<file path="config.mk">
export PLATFORM = sky130hd
export DESIGN_NAME = cordic_lane_scheduler
export DESIGN_NICKNAME = d
export VERILOG_FILES = /design/src/rtl/cordic_pkg.sv /design/src/rtl/cordic_lane_scheduler.sv
export SDC_FILE = /design/constraint.sdc
export NUM_CORES = 1
export LEC_CHECK = 0
export CELL_PAD_IN_SITES_DETAIL_PLACEMENT = 1
export CELL_PAD_IN_SITES_GLOBAL_PLACEMENT = 1
export CORE_UTILIZATION = 30
export DETAILED_ROUTE_END_ITERATION = 16
export PLACE_DENSITY = 0.78
export SKIP_CTS_REPAIR_TIMING = 1
export SYNTH_ARGS = -nofsm -noshare
export SYNTH_HDL_FRONTEND = slang
export SYNTH_SLANG_ARGS = --single-unit
</file>
<file path="constraint.sdc">
create_clock -name clk -period 2.1 [get_ports clk]
set_input_delay 0.21 -clock clk [delete_from_list [all_inputs] [get_ports clk]]
set_output_delay 0.21 -clock clk [all_outputs]
set_load 0.02 [all_outputs]
</file>
<file path="src/rtl/cordic_pkg.sv">
// Shared definitions for the CORDIC lane scheduler: data width, FSM state
// encoding and the lane index type.
package cordic_pkg;

  localparam int unsigned CORDIC_DATA_WIDTH = 22;
  localparam int unsigned NUM_LANES         = 3;

  typedef enum logic [1:0] {
    ST_IDLE  = 2'd0,
    ST_ISSUE = 2'd1,
    ST_WAIT  = 2'd2,
    ST_DONE  = 2'd3
  } state_e;

  typedef logic [1:0] lane_t;

  localparam lane_t LAST_LANE = 2'd2;

endpackage

</file>
<file path="src/rtl/cordic_lane_scheduler.sv">
// cordic_lane_scheduler: time-multiplexes three operand lanes onto a single
// shared CORDIC core, one request outstanding at a time, with a per-lane
// watchdog that aborts a lane whose result never arrives.
//
// Ports:
//   clk, rst              clock, synchronous active-high reset
//   clk_en                global enable; low freezes all state (rst excepted)
//   in_valid / in_ready   operand triple handshake (ready only in IDLE)
//   x_one..x_three        lane operands
//   cordic_start/x        issue pulse and operand to the core
//   cordic_done/result    core result handshake (honoured only in WAIT)
//   result_one..three     per-lane results, held until the next batch
//   done                  one-cycle batch-complete pulse
//   timeout_err           sticky per batch: some lane was aborted
module cordic_lane_scheduler
  import cordic_pkg::*;
#(
  parameter int unsigned CORDIC_DATA_WIDTH = cordic_pkg::CORDIC_DATA_WIDTH,
  parameter int unsigned TIMEOUT_CYCLES    = 64
) (
  input  logic                         clk,
  input  logic                         rst,
  input  logic                         clk_en,
  input  logic                         in_valid,
  output logic                         in_ready,
  input  logic [CORDIC_DATA_WIDTH-1:0] x_one,
  input  logic [CORDIC_DATA_WIDTH-1:0] x_two,
  input  logic [CORDIC_DATA_WIDTH-1:0] x_three,
  output logic                         cordic_start,
  output logic [CORDIC_DATA_WIDTH-1:0] cordic_x,
  input  logic                         cordic_done,
  input  logic [CORDIC_DATA_WIDTH-1:0] cordic_result,
  output logic [CORDIC_DATA_WIDTH-1:0] result_one,
  output logic [CORDIC_DATA_WIDTH-1:0] result_two,
  output logic [CORDIC_DATA_WIDTH-1:0] result_three,
  output logic                         done,
  output logic                         timeout_err
);

  localparam int unsigned W     = CORDIC_DATA_WIDTH;
  localparam int unsigned CNT_W = 8;

  state_e          state_q, state_d;
  lane_t           lane_q, lane_d;
  logic [CNT_W-1:0] cnt_q, cnt_d;
  logic [W-1:0]    op_q  [NUM_LANES];
  logic [W-1:0]    op_d  [NUM_LANES];
  logic [W-1:0]    res_q [NUM_LANES];
  logic [W-1:0]    res_d [NUM_LANES];
  logic            terr_q, terr_d;
  logic            start_q, start_d;
  logic [W-1:0]    x_q, x_d;
  logic            done_q, done_d;
  logic            ready_q, ready_d;
  logic            advance;

  // Next-state, datapath and registered-output decode
  always_comb begin
    state_d = state_q;
    lane_d  = lane_q;
    cnt_d   = cnt_q;
    op_d    = op_q;
    res_d   = res_q;
    terr_d  = terr_q;
    advance = 1'b0;
    start_d = 1'b0;
    x_d     = '0;
    done_d  = 1'b0;
    ready_d = 1'b0;

    unique case (state_q)
      ST_IDLE: begin
        if (in_valid) begin
          op_d[0] = x_one;
          op_d[1] = x_two;
          op_d[2] = x_three;
          lane_d  = '0;
          terr_d  = 1'b0;
          state_d = ST_ISSUE;
        end
      end
      ST_ISSUE: begin
        cnt_d   = '0;
        state_d = ST_WAIT;
      end
      ST_WAIT: begin
        if (cordic_done) begin
          res_d[lane_q] = cordic_result;
          advance       = 1'b1;
        end else if (cnt_q == CNT_W'(TIMEOUT_CYCLES - 1)) begin
          // This is the TIMEOUT_CYCLES-th enabled WAIT cycle: abort the lane
          res_d[lane_q] = '0;
          terr_d        = 1'b1;
          advance       = 1'b1;
        end else begin
          cnt_d = cnt_q + CNT_W'(1);
        end
        if (advance) begin
          if (lane_q == LAST_LANE) begin
            state_d = ST_DONE;
          end else begin
            lane_d  = lane_q + lane_t'(1);
            state_d = ST_ISSUE;
          end
        end
      end
      ST_DONE: begin
        state_d = ST_IDLE;
      end
      default: state_d = ST_IDLE;
    endcase

    // Outputs are registered, so decode them from the state being entered
    start_d = (state_d == ST_ISSUE);
    done_d  = (state_d == ST_DONE);
    ready_d = (state_d == ST_IDLE);
    if (start_d) begin
      x_d = op_d[lane_d];
    end
  end

  // State register; clk_en freezes everything except reset
  always_ff @(posedge clk) begin
    if (rst) begin
      state_q <= ST_IDLE;
      lane_q  <= '0;
      cnt_q   <= '0;
      op_q    <= '{default: '0};
      res_q   <= '{default: '0};
      terr_q  <= 1'b0;
      start_q <= 1'b0;
      x_q     <= '0;
      done_q  <= 1'b0;
      ready_q <= 1'b1;
    end else if (clk_en) begin
      state_q <= state_d;
      lane_q  <= lane_d;
      cnt_q   <= cnt_d;
      op_q    <= op_d;
      res_q   <= res_d;
      terr_q  <= terr_d;
      start_q <= start_d;
      x_q     <= x_d;
      done_q  <= done_d;
      ready_q <= ready_d;
    end
  end

  assign in_ready     = ready_q;
  assign cordic_start = start_q;
  assign cordic_x     = x_q;
  assign result_one   = res_q[0];
  assign result_two   = res_q[1];
  assign result_three = res_q[2];
  assign done         = done_q;
  assign timeout_err  = terr_q;

endmodule

</file>
Word level (Yosys, flattened, before mapping)
Cells that the tools add are included.

storage, ports and cells
  output and inout port bits = 92
  input bits = 93
  logic and storage cells = 72
  register bits = 170

cells by class
  add/sub/neg operators = 2
  bitwise gates (word level) = 4
  reductions and logical operators = 9
  eq/ne operators = 11
  order comparisons = 3
  multiplexer cells = 29

operators by type and width
  cell                                                                   number
  66-bit 2-to-1 mux                                                      4
  22-bit 2-to-1 mux                                                      4
  66-bit bitwise AND                                                     1
  66-bit bitwise mux                                                     1
  66-bit inverter                                                        1
  22-bit binary-select mux with 2-bit select                             1
  22-bit demux with 2-bit select                                         1
  8-bit 2-to-1 mux                                                       2
  8-bit one-hot mux with 2 select lines                                  1
  2-bit 2-to-1 mux                                                       6
  8-bit by 1-bit adder with 8-bit output, second input constant          1
  2-bit equality test, second input constant                             4
  8-bit by 6-bit equality test with 1-bit output, second input constant  1
  2-bit inequality test, second input constant                           4
  2-bit one-hot mux with 4 select lines                                  1
  3-bit >= comparator, second input constant                             2
  1-bit 2-to-1 mux                                                       6
  2-bit inverter with 3-bit output                                       2
  2-bit nonzero test                                                     3
  5-bit AND reduction                                                    1
  2-bit by 1-bit equality test with 1-bit output, second input constant  2
  2-bit zero test                                                        2
  2-bit one-hot mux with 2 select lines                                  1
  4-bit AND reduction                                                    1
  other kinds (5)                                                        5

Logic depth before layout (Yosys ltp)
Gate-level depths: netlist of the first run.

  depth in word-level cells = 11
  depth in mapped cells = 9
  depth with buffers taken out = 7

Worst setup path before layout of the first run
Ideal clock, no wire load.

  kind = register to register
  from = reg cnt_q[0]
  to = reg x_q[10], in the netlist cordic_x[10]
  clock period less this slack = 1,913 ps
  slack = 187 ps
  path buffers = 1
  library setup time = 130 ps
  arrival time = 1,783 ps
  data required time = 1,970 ps
  cell stages (with the launch flop) = 8
  cell sequence = dfxtp_1 ha_1 and4bb_4 a211o_1 a21o_1 buf_6 a221oi_2 o211ai_1

between the ends
  word-level cells in the longest chain between the ends = 11
  elaborated cells on any way between the ends = 14
  those cells by class = eq/ne: 2; mux: 11; bitwise: 1

RTL lines
  element                                                 line                          RTL
  start, declared                                         cordic_lane_scheduler.sv:45   logic [CNT_W-1:0] cnt_q, cnt_d;
  start signal, assigned                                  cordic_lane_scheduler.sv:138  cnt_q <= cnt_d;
  8-bit by 6-bit equality test with 1-bit output *        cordic_lane_scheduler.sv:90   end else if (cnt_q == CNT_W'(TIMEOUT_CYCLES - 1)) begin
  1-bit 2-to-1 mux *                                      cordic_lane_scheduler.sv:90
  1-bit 2-to-1 mux *                                      cordic_lane_scheduler.sv:87   if (cordic_done) begin
  1-bit 2-to-1 mux *                                      cordic_lane_scheduler.sv:71   unique case (state_q)
  2-bit 2-to-1 mux                                        cordic_lane_scheduler.sv:98   if (advance) begin
  2-bit one-hot mux with 2 select lines                   cordic_lane_scheduler.sv:71
  2-bit inverter with 3-bit output (implied by the code)  cordic_lane_scheduler.sv:118  x_d = op_d[lane_d];
  22-bit binary-select mux with 2-bit select              cordic_lane_scheduler.sv:118
  22-bit 2-to-1 mux (implied by the code) (2 in a row)    cordic_lane_scheduler.sv:118
  22-bit 2-to-1 mux *                                     cordic_lane_scheduler.sv:117  if (start_d) begin
  end signal, assigned                                    cordic_lane_scheduler.sv:132  x_q <= '0;
  end signal, assigned                                    cordic_lane_scheduler.sv:143  x_q <= x_d;
  end, declared                                           cordic_lane_scheduler.sv:52   logic [W-1:0] x_q, x_d;

Every way passes the cells marked *; elsewhere a longest branch is shown, timed or not. The select of a mux whose other input is x is not followed.
A chain may end at the register's enable or synchronous reset.

Worst setup path in the final report of the first run
  from = reg cnt_q[1]
  to = reg x_q[8], in the netlist cordic_x[8]

The elaborated chain is that of the path after synthesis.

==> results of run 1 <==
-- final timing paths --
| check | startpoint | end | slack (ps) | cells after the start |
|---|---|---|---|---|
| min | rst | op_q[3]$_SDFFE_PP0P_ | 110 | 2 |
| min reg2reg | op_q[30]$_SDFFE_PP0P_ | op_q[30]$_SDFFE_PP0P_ | 450 | 2 |
| max | cnt_q[1]$_SDFFE_PP0P_ | cordic_x[8]$_SDFFE_PP0P_ | 80 | 7 |
| max reg2reg | cnt_q[1]$_SDFFE_PP0P_ | cordic_x[8]$_SDFFE_PP0P_ | 80 | 7 |
-- sequential cells by signal, indices dropped and copies added (netlist names) --
register,cells
result_one,22
op_q,66
cordic_start,1
cordic_x,22
result_three,22
state_q,2
in_ready,1
cnt_q,8
result_two,22
timeout_err,1
lane_q,2
done,1
-- cells by family after synthesis --
kind of cell / Yosys count / share of synthesized area [%]
AND/OR/NAND/NOR: 360 / 20.3
AO/OA/AOI/OAI: 248 / 22.1
flip-flops: 170 / 44.0
buffers and inverters: 90 / 5.37
multiplexers: 46 / 6.65
XOR/XNOR: 6 / 0.679
adder cells (fa/ha/maj): 5 / 0.809
-- layer usage --
layer / part of all wire [%] / wire length, microns / GRT usage, %
met2: 51 / 13800 / 35.7
met3: 3.5 / 964 / 3.36
met4: 2.4 / 646 / 7.52
met5: 0 / 0 / 0
met1: 43 / 11800 / 24.2
-- synthesized netlist by cell type, types with 2 or more instances --
cell / n
nor2b_1: 24
and3_1: 8
inv_1: 5
mux2i_1: 3
o21ai_0: 2
a21o_1: 2
nor2_1: 20
o211ai_1: 49
mux2_2: 43
xor2_1: 6
buf_2: 38
nand2_1: 222
o31ai_1: 21
a22oi_1: 2
ha_1: 5
a221oi_2: 20
dfxtp_1: 170
nor3_1: 3
buf_4: 2
a221oi_1: 2
nand3b_1: 3
and2_1: 2
a311oi_4: 2
clkbuf_1: 38
buf_1: 4
buf_6: 3
a211oi_1: 2
nand3_1: 71
a21oi_1: 140
a211o_1: 2
nand2b_1: 2
-- power by group through the flow --
stage	combinational (mW)	sequential, mW	clock [mW]
after floorplan	0.439	3.44	0
after global placement	0.901	3.43	0
after detailed placement	0.917	3.43	0
after CTS	0.925	3.36	3.42
after global routing	1.01	3.37	3.58
final	0.943	3.36	3.34
-- layout make-up --
class / count / area [sq um] / share of cell area (%)
clock buffers: 19 / 433 / 3.96
clock inverters: 13 / 186 / 1.70
inverters: 5 / 18.8 / 0.172
multi-input cells: 665 / 3970 / 36.3
flip-flops and latches: 170 / 3410 / 31.1
well taps: 330 / 413 / 3.77
repair buffers: 237 / 2510 / 23.0
-- worst reg2reg max path: cells and delay by family (launching register included) --
| family | cells | cell delay [ps] |
|---|---|---|
| fa+ha+maj | 1 | 190 |
| simple gates | 1 | 240 |
| buf+inv | 1 | 190 |
| flops | 1 | 330 |
| compound gates | 4 | 950 |
==> metrics, run 1 <==
status=finished clean; drt wl/cell=18.9 microns; synth top area cells=dfxtp_1 44%, nand2_1 11%, a21oi_1 9.1%; largest net degree at the start of global routing=around 70; syn_nets=1023; Non-Filler Instances=1439; final critical-path required period=2020 ps; clk root buf=clkbuf_16; buffers plus inverters on the worst setup path=1; number of global-route vias before repair=7793; Initial Util=30.6%; Post-synth ARST share=0%; Tot GR Track Use=around 20%; Final period util=96.1%; drt first pass iters=4; Static Leak=3.78 nW; Worst EP arrival=2330 ps; Clk pin slew, worst setup/hold paths=70 ps; Setup crit start kind=flip-flop; Rel. slew slack=21.2%; ys flop type=dfxtp_1; worst skew pair latency=430 ps; Yosys top cell area share=44.0%; type of the most critical hold path=input pin to flip-flop; sw frac=25.7%; critical path class=flip-flop to flip-flop; clock network power share=a little over two fifths; CORE AREA=25300 sq um; DP Area=10200 sq um; post-DR vias/cell=approximately 5.2; fraction of layout instances using a drive strength above 1=15.2%; clock skew=approximately 12 ps; H-tree depth=4; Post-Place Cells=1402; P_sw=1.97 mW; Comb power frac=12.3%; io pins=~190; Setup Viol. Count Final=0; Seq cells post-synth=170; FMAX=496 MHz; dpl hpwl=17800 microns; Design Area, Final=between 10000 and 15000 sq um; Die H=163 microns; Least-Margin Pin Slew=between 1000 and 1500 ps; 1st-iter DRT viols=422; first-pass GRT wire length=41800 microns; Yosys top cell by area=dfxtp_1; Crit path max-delay family=compound AO/OA/AOI/OAI gates; worst setup margin=82.8 ps; drt drc=0; initial antenna violation count=0; Netlist Area Pre-Place=7730 sq um; clock sinks=170; Post-Syn Instances=925; crit end category=flip-flop; fin. max-slew vios=0; Worst path max stage delay=330 ps; die area=26400 sq um; slowest CP cell=dfxtp_2; internal power=5.68 mW; total negative slack=0 ps; Final Hold Fails=0; clock tree buffer depth=2; # fillers=2941; PnR Total Power=7.64 mW; Die X=163 microns; P&R area growth vs syn=41.4%; Post-synth EDFFs=0; total of max-cap violations=0; Site Rows=58; Port Buf Inserts=184; sequential power share=a little over two fifths; Routed Antenna Nets=0; worst hold-check slack=113 ps; overall routed net length=about 27000 microns; ant diodes=0; crit-path cells=ha_2 > and4bb_4 > a211o_1 > a21o_4 > clkbuf_16 > a221oi_2 > o211ai_1; TritonCTS clock tree=done; worst-path maximum fanout=11; VDD IR max=0.000394 V; most common cell after layout, fill and taps aside=nand2_1; post-synthesis sequential area ratio=between 40% and 50%; P per Cell Area=699 nW/um^2; YS warnings=0; Cell variety after synth=40; final core occ=43.3%; CTS Buf Count=17; GRT overflow=0; most frequent cells in the layout=221 x nand2_1, 182 x clkdlybuf4s50_1, 168 x dfxtp_1, 138 x a21oi_1, 71 x nand3_1; Critical Path RT=around 2400 ps; placer's final routability congestion estimate=0.758; Vias=~7500; pre-CTS WS=-117 ps; mean post-synth cell area=roughly 8.4 sq um; Final nets=1194
Note: power is estimated with default switching activity, not from simulation.
==> run 2, diff against run 1 <==
Settings changed: CTS_CLUSTER_DIAMETER set to 50.
Clock period 2.1 ns to 1.9 ns, I/O delays scaled along.
==> metrics, run 2 (same netlist as run 1, synthesis figures left out) <==
status=finished with violations; violated checks=negative setup slack; Worst path max stage delay=340 ps; Worst EP arrival=2480 ps; H-tree depth=4; placer's final routability congestion estimate=0.763; Port Buf Inserts=184; Final nets=1225; DP Area=10300 sq um; Tot GR Track Use=20.1%; Setup Viol. Count Final=23; largest net degree at the start of global routing=roughly 140; CTS Buf Count=17; pre-CTS WS=-678 ps; 1st-iter DRT viols=471; Final period util=114%; dpl hpwl=17700 microns; VDD IR max=between 0.0004 and 0.0005 V; Setup crit start kind=flip-flop; Critical Path RT=2210 ps; critical path class=flip-flop to flip-flop; Non-Filler Instances=1471; Die H=163 microns; Hold Path Depth=3; unrepaired setup endpoints after global routing=true; Design Area, Final=11400 sq um; type of the most critical hold path=input pin to flip-flop; io pins=185; most common cell after layout, fill and taps aside=nand2_1; Post-Place Cells=1421; P&R area growth vs syn=48.1%; TritonCTS clock tree=done; FMAX=462 MHz; Site Rows=58; CORE AREA=about 25000 sq um; Final Hold Fails=0; clk root buf=clkbuf_16; overall routed net length=29000 microns; worst-path maximum fanout=6; GRT overflow=0; Rel. slew slack=25.0%; drt wl/cell=19.7 microns; Vias=around 7700; clock sinks=170; worst skew pair latency=440 ps; slowest CP cell=dfxtp_2; die area=26400 sq um; clock skew=19.7 ps; Die X=163 microns; number of global-route vias before repair=8013; r2r worst-path depth=8; most frequent cells in the layout=221 x nand2_1, 182 x clkdlybuf4s50_1, 168 x dfxtp_1, 131 x a21oi_1, 71 x nand3_1; max FFs per register=66; fraction of layout instances using a drive strength above 1=18.9%; Routed Antenna Nets=0; crit end category=flip-flop; Clk pin slew, worst setup/hold paths=80 ps; drt drc=0; drt first pass iters=4; first-pass GRT wire length=41700 microns; total of max-cap violations=0; # fillers=2889; Initial Util=30.6%; clock tree buffer depth=2; crit-path cells=ha_4 > and4bb_4 > buf_6 > a211o_1 > a21o_4 > clkbuf_16 > a221oi_2 > o211ai_1; worst setup margin=-266 ps; total negative slack=-5170 ps; final core occ=between 40% and 50%; post-DR vias/cell=5.26; initial antenna violation count=0; Least-Margin Pin Slew=1120 ps; P per Cell Area=about 740 nW/um^2; Worst R2R Setup Slack=-270 ps; Largest Register=op_q; fin. max-slew vios=0; final critical-path required period=2170 ps; Static Leak=4.03 nW
## run 2: cell count changes in the layout (fill, tap and decap cells not counted), sizes merged, moves of 2 or more
cell / delta
buf: +27
inv: +3
a311oi: +2
bufinv: -2
## run 2: layer usage
metal | up-vias | wire length (microns) | global-route usage (%)
met2 | 179 | 14500 | 34.5
li1 | 3652 | - | -
met3 | 50 | 929 | 3.28
met5 | - | 0 | 0
met1 | 3858 | 12800 | 24.7
met4 | 0 | 763 | 8.50
## run 2: power by group
part           internal, mW  switching (mW)  total, mW
Combinational         0.521           0.577       1.10
Sequential             3.66          0.0529       3.71
Clock                  1.93            1.70       3.63
## run 2: worst paths after layout
kind | from | end
max | cnt_q[1]$_SDFFE_PP0P_ | cordic_x[6]$_SDFFE_PP0P_
min | x_one[16] | op_q[60]$_SDFFE_PP0P_
max reg2reg | cnt_q[1]$_SDFFE_PP0P_ | cordic_x[6]$_SDFFE_PP0P_
min reg2reg | result_three[19]$_SDFFE_PP0P_ | result_three[19]$_SDFFE_PP0P_
## run 2: layout make-up
| type | instances | area (sq um) | area share, % |
|---|---|---|---|
| repair buffers | 266 | 2810 | 24.6 |
| clock buffers | 18 | 439 | 3.84 |
| clock inverters | 14 | 174 | 1.52 |
| diodes | 1 | 2.50 | 0.0219 |
| well taps | 330 | 413 | 3.61 |
| flip-flops and latches | 170 | 3410 | 29.7 |
| multi-input cells | 667 | 4190 | 36.6 |
| inverters | 5 | 18.8 | 0.164 |
## run 2: worst max-delay path: cells and delay by family (launching register included)
family | cells | cell delay (ps)
AOI/OAI and AO/OA | 4 | 990
DFF | 1 | 340
buffers and inverters | 2 | 310
and+or+nand+nor | 1 | 220
adders and majority gates | 1 | 170
## run 2: per-stage QoR
stage	total power, mW	hold WS, ps
floorplan	4.28	326
global placement	4.79	437
detailed placement	4.81	446
CTS	8.42	315
global route	8.73	335
finish	8.43	322
